===== config.mk =====
export PLATFORM = sky130hd
export DESIGN_NAME = frame_strobe_ctrl
export DESIGN_NICKNAME = d
export VERILOG_FILES = /design/src/rtl/frame_cfg_pkg.sv /design/src/rtl/frame_strobe_decode.sv /design/src/rtl/frame_strobe_ctrl.sv
export SDC_FILE = /design/constraint.sdc
export NUM_CORES = 1
export LEC_CHECK = 0
export ABC_AREA = 1
export BUFFER_PORTS_ARGS = -buffer_cell sky130_fd_sc_hd__buf_2
export CAP_MARGIN = 20
export CELL_PAD_IN_SITES_DETAIL_PLACEMENT = 1
export CELL_PAD_IN_SITES_GLOBAL_PLACEMENT = 1
export CORE_MARGIN = 2
export CORE_UTILIZATION = 34
export CTS_CLUSTER_DIAMETER = 150
export DETAILED_ROUTE_END_ITERATION = 8
export PLACE_DENSITY_LB_ADDON = 0.1
export SETUP_SLACK_MARGIN = 0.15
export SLEW_MARGIN = 20
export SYNTH_ARGS = -nofsm -noshare
export SYNTH_HDL_FRONTEND = slang
export SYNTH_SLANG_ARGS = --single-unit

===== constraint.sdc =====
create_clock -name CLK -period 2.85 [get_ports CLK]
set_input_delay 0.7125 -clock CLK [delete_from_list [all_inputs] [get_ports CLK]]
set_output_delay 0.7125 -clock CLK [all_outputs]
set_load 0.05 [all_outputs]

===== src/rtl/frame_cfg_pkg.sv =====
// frame_cfg_pkg: shared constants and FSM state encoding for the frame strobe controller.
package frame_cfg_pkg;

    // Width of the frame index carried on cmd_frame.
    localparam int unsigned FrameIdxW      = 5;
    // Width of the saturating strobe counter.
    localparam int unsigned FramesWrittenW = 16;
    // Strobe-length counter width, enough for 1..15 cycles.
    localparam int unsigned StrobeCntW     = 4;

    // Plain logic encoding keeps the states usable by older tools.
    typedef logic [1:0] fsm_state_t;

    localparam fsm_state_t StIdle   = 2'd0;
    localparam fsm_state_t StSetup  = 2'd1;
    localparam fsm_state_t StStrobe = 2'd2;
    localparam fsm_state_t StHold   = 2'd3;

endpackage


===== src/rtl/frame_strobe_decode.sv =====
// frame_strobe_decode: combinational frame index to one-hot strobe decode, gated by enable.
module frame_strobe_decode
    import frame_cfg_pkg::*;
#(
    parameter int unsigned NumStrobes = 20
) (
    input  logic                  i_en,
    input  logic [FrameIdxW-1:0]  i_idx,
    output logic [NumStrobes-1:0] o_strobe
);

    // One strobe line per frame; indices beyond the column decode to all-zero.
    always_comb begin
        o_strobe = '0;
        for (int unsigned k = 0; k < NumStrobes; k++) begin
            o_strobe[k] = i_en && (i_idx == FrameIdxW'(k));
        end
    end

endmodule


===== src/rtl/frame_strobe_ctrl.sv =====
// frame_strobe_ctrl: accepts frame write commands, presents the payload on FrameData,
// then pulses a one-hot FrameStrobe after a one-cycle setup and before a one-cycle hold.
// Optional feature: define FRAME_PARITY_EN to add cmd_parity (even parity over
// {cmd_frame, cmd_data}); a mismatch is rejected exactly like an out-of-range frame.
module frame_strobe_ctrl
    import frame_cfg_pkg::*;
#(
    parameter int unsigned MaxFramesPerCol     = 20,
    parameter int unsigned FrameBitsPerRow     = 32,
    parameter int unsigned STROBE_CYCLES       = 1,
    // Reset value of frames_written; 0 in normal use.
    parameter int unsigned FramesWrittenRstVal = 0
) (
    input  logic                       CLK,
    input  logic                       RST,
    input  logic                       cmd_valid,
    output logic                       cmd_ready,
    input  logic [FrameIdxW-1:0]       cmd_frame,
    input  logic [FrameBitsPerRow-1:0] cmd_data,
`ifdef FRAME_PARITY_EN
    input  logic                       cmd_parity,
`endif
    output logic [FrameBitsPerRow-1:0] FrameData,
    output logic [MaxFramesPerCol-1:0] FrameStrobe,
    output logic                       busy,
    output logic                       err,
    input  logic                       err_clr,
    output logic [FramesWrittenW-1:0]  frames_written
);

    fsm_state_t                 r_state;
    fsm_state_t                 w_state_next;
    logic [FrameIdxW-1:0]       r_frame;
    logic [FrameBitsPerRow-1:0] r_data;
    logic [StrobeCntW-1:0]      r_strobe_cnt;
    logic                       r_err;
    logic [FramesWrittenW-1:0]  r_frames_written;

    logic w_handshake;
    logic w_frame_ok;
    logic w_parity_ok;
    logic w_accept;
    logic w_reject;
    logic w_strobe_en;

    assign cmd_ready   = (r_state == StIdle);
    assign w_handshake = cmd_valid && cmd_ready;
    assign w_frame_ok  = (32'(cmd_frame) < MaxFramesPerCol);

`ifdef FRAME_PARITY_EN
    // Even parity: XOR over payload, index and parity bit must be zero.
    assign w_parity_ok = ~(^{cmd_parity, cmd_frame, cmd_data});
`else
    assign w_parity_ok = 1'b1;
`endif

    assign w_accept    = w_handshake && w_frame_ok && w_parity_ok;
    assign w_reject    = w_handshake && !(w_frame_ok && w_parity_ok);
    assign w_strobe_en = (r_state == StStrobe);

    // Next-state logic: IDLE -> SETUP -> STROBE (STROBE_CYCLES) -> HOLD -> IDLE.
    always_comb begin
        w_state_next = r_state;
        case (r_state)
            StIdle:   if (w_accept) w_state_next = StSetup;
            StSetup:  w_state_next = StStrobe;
            StStrobe: if (r_strobe_cnt == '0) w_state_next = StHold;
            StHold:   w_state_next = StIdle;
            default:  w_state_next = StIdle;
        endcase
    end

    // State register.
    always_ff @(posedge CLK or posedge RST) begin
        if (RST) begin
            r_state <= StIdle;
        end else begin
            r_state <= w_state_next;
        end
    end

    // Capture payload and target index on an accepted command; held between commands.
    always_ff @(posedge CLK or posedge RST) begin
        if (RST) begin
            r_frame <= '0;
            r_data  <= '0;
        end else if (w_accept) begin
            r_frame <= cmd_frame;
            r_data  <= cmd_data;
        end
    end

    // Remaining strobe cycles; loaded in SETUP so STROBE exits when it reaches zero.
    always_ff @(posedge CLK or posedge RST) begin
        if (RST) begin
            r_strobe_cnt <= '0;
        end else if (r_state == StSetup) begin
            r_strobe_cnt <= StrobeCntW'(STROBE_CYCLES - 1);
        end else if (w_strobe_en && (r_strobe_cnt != '0)) begin
            r_strobe_cnt <= r_strobe_cnt - 1'b1;
        end
    end

    // Sticky error; a new rejection wins over a simultaneous clear.
    always_ff @(posedge CLK or posedge RST) begin
        if (RST) begin
            r_err <= 1'b0;
        end else if (w_reject) begin
            r_err <= 1'b1;
        end else if (err_clr) begin
            r_err <= 1'b0;
        end
    end

    // Saturating strobe count, bumped on entry into the first STROBE cycle.
    always_ff @(posedge CLK or posedge RST) begin
        if (RST) begin
            r_frames_written <= FramesWrittenW'(FramesWrittenRstVal);
        end else if ((r_state == StSetup) && (r_frames_written != '1)) begin
            r_frames_written <= r_frames_written + 1'b1;
        end
    end

    // Strobe is decoded from registered state, so reset drops it without a clock edge.
    frame_strobe_decode #(
        .NumStrobes (MaxFramesPerCol)
    ) u_decode (
        .i_en     (w_strobe_en),
        .i_idx    (r_frame),
        .o_strobe (FrameStrobe)
    );

    assign FrameData      = r_data;
    assign busy           = (r_state != StIdle);
    assign err            = r_err;
    assign frames_written = r_frames_written;

endmodule


==> results of run 1 <==
[power groups by stage]
stage                     registers (mW)  logic [mW]  clock network, mW
after global placement              1.38        2.17                  0
final                               1.38        2.19              0.962
after global routing                1.43        2.39               1.03
after detailed placement            1.39        2.21                  0
after CTS                           1.38        2.22              0.994
after floorplan                     2.20       0.847                  0
[what timing repair did]
action,CTS,global route
hold buffers,0,0
gates resized for setup,1,7
setup endpoints to repair,9,15
[sequential cells by signal, summed over array words and instances (netlist names)]
register	cells
FrameData	32
err	1
frames_written	16
r_frame	5
r_state	2
r_strobe_cnt	4
[cells by family after synthesis]
logic type | after synthesis | synth area share, %
adders and majority gates | 7 | 2.91
buffers and inverters | 43 | 5.78
DFF | 60 | 49.9
xor gates and xnor gates | 2 | 0.582
and+or+nand+nor | 260 | 36.0
AOI/OAI and AO/OA | 25 | 4.83
[worst max path at each step]
stage | startpoint | end | slack (ns) | cells past startpoint
3_3_place_gp | r_state[0]$_DFFE_PP0P_ | FrameStrobe[12] | 0.58 | 7
3_5_place_dp | r_state[0]$_DFFE_PP0P_ | FrameStrobe[4] | 0.50 | 7
2_1_floorplan | r_state[0]$_DFFE_PP0P_ | FrameStrobe[0] | 0.31 | 4
6_report | r_state[0]$_DFFE_PP0P_ | FrameStrobe[5] | 0.34 | 7
4_1_cts | r_state[0]$_DFFE_PP0P_ | FrameStrobe[4] | 0.22 | 7
5_1_grt | r_state[0]$_DFFE_PP0P_ | FrameStrobe[5] | 0.14 | 7
[synth_stat cells, drive strengths merged]
cell type and n:
o21ai 21, o22ai 1, ha 7, nor2 51
nand3b 3, a21oi 3, nand2 189, nor3 2
nand3 8, clkbuf 3, xnor2 1, nand4 7
xor2 1, buf 5, inv 35, dfrtp 60
[critical path: stages, from the launching register on]
cell and delay, ns:
sky130_fd_sc_hd__dfrtp_1 0.40, sky130_fd_sc_hd__inv_1 0.11, sky130_fd_sc_hd__ha_1 0.24, sky130_fd_sc_hd__inv_1 0.10
sky130_fd_sc_hd__nor2_4 0.14, sky130_fd_sc_hd__nand2_1 0.10, sky130_fd_sc_hd__nor2_1 0.09, sky130_fd_sc_hd__buf_2 0.27
[routing by layer]
layer | track usage (%) | vias to the layer above
li1 | - | 1456
met1 | 22.6 | 1372
met2 | 29.5 | 64
met3 | 5.73 | 9
met4 | 4.49 | 0
met5 | 0 | -
[through the flow]
stage / std cells / hold WS (ns)
final: 626 / 0.425
after global routing: 626 / 0.455
after CTS: 626 / 0.437
after detailed placement: 610 / 0.456
after global placement: 610 / 0.448
after floorplan: 397 / 0.434
[final cells by class]
type	count	area, um2
clock buffer	9	124
clock inverter	7	124
fill	1127	4670
inverter	35	131
multi-input combinational	294	1350
sequential	60	1500
tap	108	135
timing repair buffer	113	598
[placed cells by master, fill, tap and decap left out, types with 2 or more instances in the layout]
cell type / synthesis / final
sky130_fd_sc_hd__inv_1: 33 / 32
sky130_fd_sc_hd__o21ai_2: 4 / 4
sky130_fd_sc_hd__nand3_1: 8 / 8
sky130_fd_sc_hd__nand2_4: 2 / 2
sky130_fd_sc_hd__nand2_1: 181 / 181
sky130_fd_sc_hd__o21ai_1: 4 / 4
sky130_fd_sc_hd__nor2_1: 43 / 42
sky130_fd_sc_hd__ha_1: 7 / 7
sky130_fd_sc_hd__dfrtp_1: 60 / 60
sky130_fd_sc_hd__nand4_1: 7 / 7
sky130_fd_sc_hd__nor2_2: 5 / 5
sky130_fd_sc_hd__clkbuf_8: 0 / 9
sky130_fd_sc_hd__nand3b_1: 3 / 3
sky130_fd_sc_hd__a21oi_1: 2 / 2
sky130_fd_sc_hd__bufinv_16: 0 / 3
sky130_fd_sc_hd__nor3_1: 2 / 2
sky130_fd_sc_hd__clkbuf_4: 0 / 6
sky130_fd_sc_hd__clkinv_4: 0 / 2
sky130_fd_sc_hd__nor2_4: 3 / 4
sky130_fd_sc_hd__nand2_2: 6 / 6
sky130_fd_sc_hd__o21ai_0: 13 / 13
sky130_fd_sc_hd__inv_2: 2 / 3
sky130_fd_sc_hd__buf_2: 4 / 105
==> parameters.txt, run 1 <==
Parameter                              Value

Clock tree
  Latest clock arrival within the worst-skew pair ... 0.34 ns
  Sinks on the clock net ... 60
  Maximum number of buffers from clock root to sink ... 2
  Post-CTS setup buffer count ... 0
  TritonCTS clock tree ... yes
  Number of buffers created by CTS ... 9
  CTS root buf ... sky130_fd_sc_hd__clkbuf_8
  CTS clock-pin slew for the worst setup and hold paths ... approximately 0.080 ns
  H-tree levels ... 3

Logic synthesis
  Synthesized net count ... 445
  Count of unique library cells instantiated by Yosys ... 25
  Dominant cells by area after synthesis ... sky130_fd_sc_hd__dfrtp_1 (50%), sky130_fd_sc_hd__nand2_1 (23%), sky130_fd_sc_hd__nor2_1 (5.4%)
  Yosys top cell by area ... sky130_fd_sc_hd__dfrtp_1
  Sequential cell area fraction in the yosys report ... 49.9%
  Number of register bits inferred by synthesis ... 60
  Number of warnings printed during yosys synthesis ... 0
  Mean instance size in the synthesized netlist ... 7.58 um2
  Mapped Cells ... slightly below 400
  Share of Yosys cell area claimed by the top area cell type ... 49.9%
  Cell Area, Synth ... 3010 um2

Floorplan
  Floorplan row count ... 34
  DIE AREA ... 9610 um2
  Core footprint ... 8640 um2
  Die height ... 98.1 um
  Initial core utilization ... 34.8%
  Total I/O pin count ... 112
  Die Span X ... 98.1 um

Pwr
  Leakage power summed over all cells ... between 2 and 2.5 nW
  Part of the total power dissipated in combinational logic ... about 48%
  Internal power ... 2.24 mW
  Power density relative to cell area ... 1140 nW/um2
  Net switching power figure ... 2.29 mW
  Tot Pwr ... 4.53 mW
  Peak VDD IR ... 517 uV
  Sw Share ... 50.6%
  Clock power frac ... 21.2%
  Part of the total power dissipated in sequential elements ... 30.5%

Critical path
  Crit end category ... primary output
  Required time of the critical path ... 2.14 ns
  Crit Reg-Reg Startpoint ... r_state[1]$_DFFE_PP0P_
  Worst reg2reg path depth ... 6
  Arrival time at the worst endpoint ... about 1.8 ns
  Crit path max fanout ... 5
  Critical Setup Path Class ... reg -> out
  Reg-to-reg critical path endpoint ... frames_written[11]$_DFFE_PP0P_
  Startpoint type of the worst setup path ... register
  Worst reg-to-reg setup slack ... 0.98 ns

Cells and area
  Summed area of non-filler cells in the final layout ... a little under 4000 um2
  Utilization after layout ... 45.9%
  P&R area growth vs syn ... 31.7%
  Final layout net count ... 561
  Share of layout cells above drive strength 1 ... 29.7%
  Antenna Diode Count ... 0

Route
  Number of detailed-route iterations in the first pass ... 4
  Vias ... 2901
  Detailed-route wire length ... ~8200 um
  DRC violations left ... 0
  Met2 wire length ... about 3900 um
  Detailed-routed wire length on met3 ... 520 um
  Residual antenna-violating net count after detailed routing ... 0
  Uppermost metal layer occupied by signal nets ... met4
  Length of routed wiring on met1 ... about 3600 um
  Iteration-0 DRC count of the detailed router ... 52
  Average routed wire per standard cell ... roughly 13 um
  Via density ... 4.63

Placed design
  Port Buffer Count ... 111
  Routability Congestion ... slightly below 0.8
  Placement-stage cell area ... 3690 um2
  Place WS ... 0.500 ns
  Detailed placer's ending HPWL ... 6150 um

Timing
  Final hold violation count ... 0
  Setup-violating endpoint count in the final report ... 0
  Final setup margin ... 0.339 ns
  Fin crit share ... 88.1%
  Worst max-slew margin expressed relative to the limit ... 56.6%
  Transition time at the pin with the least slew margin ... about 0.65 ns
  Highest attainable clock frequency ... ~0.40 GHz
  Setup repair after global routing missed its margin ... false
  Setup TNS ... 0 ns
  Post-Route Skew ... 0.0141 ns
  Min Clock Period, post-route ... 2.51 ns
  Final-report max-slew violation count ... 0

GRT
  First-pass GRT wire length ... ~14000 um
  Vias in the first global route ... between 2000 and 3000
  Initial antenna violation count ... 0
  Maximum number of pins on one net before global-route repair ... 36
  Global route total overflow ... 0
  GRT Overall Usage ... 17.8%

Worst hold path
  Tightest Hold Check Type ... in -> async

Job
  Max-cap violations ... 0

Outcome
  Run status ... finished clean
(Power assumes the default switching activity.)
==> run 2: changes to the inputs <==
==> constraint.sdc (replaced) <==
create_clock -name CLK -period 2.85 [get_ports CLK]
set_input_delay 0.285 -clock CLK [delete_from_list [all_inputs] [get_ports CLK]]
set_output_delay 0.285 -clock CLK [all_outputs]
set_load 0.05 [all_outputs]
==> parameters.txt, run 2 (synthesis gave the netlist of run 1 again) <==
Parameter                              Value

Outcome
  Run status ... finished clean

Timing
  Fin crit share ... 79.5% (-8.6 points)
  Setup-violating endpoint count in the final report ... 0 (unchanged)
  Worst max-slew margin expressed relative to the limit ... 56.5% (about the same)
  Setup TNS ... 0 ns (unchanged)
  Final-report max-slew violation count ... 0 (unchanged)
  Transition time at the pin with the least slew margin ... 0.651 ns (+0.000752 ns)
  Min Clock Period, post-route ... 2.27 ns (-0.245 ns)
  Post-Route Skew ... 0.00611 ns (-0.00794 ns)
  Setup repair after global routing missed its margin ... false
  Highest attainable clock frequency ... 0.441 GHz (+11%)
  Final hold violation count ... 0 (unchanged)

Clock tree
  CTS root buf ... sky130_fd_sc_hd__clkbuf_8
  Post-CTS setup buffer count ... 0 (unchanged)
  CTS clock-pin slew for the worst setup and hold paths ... 0.08 ns (about the same)
  TritonCTS clock tree ... yes
  Sinks on the clock net ... 60 (unchanged)
  Latest clock arrival within the worst-skew pair ... 0.33 ns (about the same)
  Maximum number of buffers from clock root to sink ... 2 (unchanged)
  H-tree levels ... 3 (unchanged)
  Number of buffers created by CTS ... 9 (unchanged)

Floorplan
  Die height ... 98.1 um (unchanged)
  Floorplan row count ... 34 (unchanged)
  Initial core utilization ... 34.8% (unchanged)
  Core footprint ... 8640 um2 (unchanged)
  Die Span X ... 98.1 um (unchanged)
  DIE AREA ... 9610 um2 (unchanged)
  Total I/O pin count ... 112 (unchanged)

Cells and area
  Commonest cells after routing, fill and taps aside ... sky130_fd_sc_hd__nand2_1 (181), sky130_fd_sc_hd__buf_2 (111), sky130_fd_sc_hd__dfrtp_1 (60)
  Antenna Diode Count ... 0 (unchanged)
  Most common cell after layout, fill and taps aside ... sky130_fd_sc_hd__nand2_1
  Max reg flops ... 32 (unchanged)
  Utilization after layout ... 45.3% (-0.57 points)
  Summed area of non-filler cells in the final layout ... 3910 um2 (-1.2%)
  P&R area growth vs syn ... 30.1%
  Final layout net count ... 563 (+0.36%)
  Share of layout cells above drive strength 1 ... 29.4% (-0.31 points)

Pwr
  Leakage power summed over all cells ... 2.16 nW (-0.43%)
  Power density relative to cell area ... 1130 nW/um2 (-1.3%)
  Peak VDD IR ... 506 uV (-2.0%)

Critical path
  Arrival time at the worst endpoint ... 1.98 ns (+0.18 ns)
  Required time of the critical path ... 2.57 ns (+0.43 ns)
  Crit end category ... primary output
  Worst reg2reg path depth ... 6 (unchanged)
  Crit path max fanout ... 5 (unchanged)
  Crit Reg-Reg Startpoint ... r_state[1]$_DFFE_PP0P_
  Startpoint type of the worst setup path ... register
  Reg-to-reg critical path endpoint ... frames_written[11]$_DFFE_PP0P_
  Worst reg-to-reg setup slack ... 0.96 ns (-0.02 ns)
  Critical Setup Path Class ... reg -> out

Route
  Via density ... 4.62 (-0.25%)
  DRC violations left ... 0 (unchanged)
  Detailed-route wire length ... 8460 um (+3.5%)
  Residual antenna-violating net count after detailed routing ... 0 (unchanged)
  Number of detailed-route iterations in the first pass ... 4 (unchanged)
  Average routed wire per standard cell ... 13.5 um (+3.1%)
  Vias ... 2903 (+0.069%)
  Iteration-0 DRC count of the detailed router ... 45 (-13%)

GRT
  Initial antenna violation count ... 0 (unchanged)
  Vias in the first global route ... 3076 (+4.3%)
  Maximum number of pins on one net before global-route repair ... 33 (-8.3%)
  Global route total overflow ... 0 (unchanged)
  GRT Overall Usage ... 18.8% (+1.0 points)
  First-pass GRT wire length ... 14800 um (+6.7%)

Worst hold path
  Tightest Hold Check Type ... in -> reg
  Number of instances on the worst hold path ... 3
  Capture endpoint of the worst hold path ... FrameData[2]$_DFFE_PP0P_
  Startpoint of the worst hold path ... cmd_data[2]

Placed design
  Detailed placer's ending HPWL ... 6340 um (+3.0%)
  Placement-stage cell area ... 3690 um2 (-0.14%)
  Port Buffer Count ... 111 (unchanged)
  Routability Congestion ... 0.783 (+1.2%)

Job
  Max-cap violations ... 0 (unchanged)
[run 2: changes by cell type in the layout (fill, tap and decap cells not counted), sizes merged]
| cell | change |
|---|---|
| clkinvlp | +1 |
| clkbuf | -5 |
| buf | +7 |
| dlygate4sd3 | +1 |
| bufinv | -1 |
| inv | -1 |
[run 2: repair_timing]
item / 4_1_cts / 5_1_grt
hold buffers: 1 / 0
resized for setup: 0 / 0
hold endpoints to repair: 16 / 0
[run 2: how the worst max path moves through the flow]
stage	depth (start not counted)	from	to
finish	7	r_state[0]$_DFFE_PP0P_	FrameStrobe[11]
global route	7	r_state[0]$_DFFE_PP0P_	FrameStrobe[9]
CTS	7	r_state[0]$_DFFE_PP0P_	FrameStrobe[11]
global placement	7	r_state[0]$_DFFE_PP0P_	FrameStrobe[12]
detailed placement	7	r_state[0]$_DFFE_PP0P_	FrameStrobe[11]
floorplan	4	r_state[0]$_DFFE_PP0P_	FrameStrobe[0]
[run 2: power by group]
part | switching [mW] | total, mW | internal (mW)
Clock | 0.358 | 0.851 | 0.493
Combinational | 1.70 | 2.19 | 0.484
Sequential | 0.216 | 1.38 | 1.17
Total | 2.28 | 4.42 | 2.14
[run 2: critical path, stage by stage (launching register included)]
cell and delay (ns):
sky130_fd_sc_hd__dfrtp_1 0.40, sky130_fd_sc_hd__inv_1 0.11, sky130_fd_sc_hd__ha_1 0.24, sky130_fd_sc_hd__inv_1 0.08, sky130_fd_sc_hd__nor2_1 0.26, sky130_fd_sc_hd__nand2_1 0.16, sky130_fd_sc_hd__nor2_1 0.12, sky130_fd_sc_hd__buf_2 0.27
[run 2: area by class of cell]
cell class                 count  area, um2
sequential                    60       1500
tap                          108        135
clock inverter                 6       88.8
fill                        1135       4720
clock buffer                  10        128
multi-input combinational    294       1340
timing repair buffer         115        588
inverter                      35        131
[run 2: metal layers]
metal	global-route usage [%]	routed length, um	vias up
li1	-	-	1454
met1	23.9	3740	1372
met2	32.0	4190	68
met3	4.51	426	9
met4	5.77	95	0
met5	0	0	-
[run 2: metrics by stage]
step / setup WS, ns / hold WS (ns) / instances / power [mW]
global route: 0.382 / 0.135 / 628 / 4.74
CTS: 0.554 / 0.136 / 628 / 4.48
detailed placement: 0.923 / 0.298 / 611 / 3.61
finish: 0.584 / 0.149 / 628 / 4.42
global placement: 1.00 / 0.292 / 611 / 3.55
floorplan: 0.740 / 0.384 / 397 / 3.05
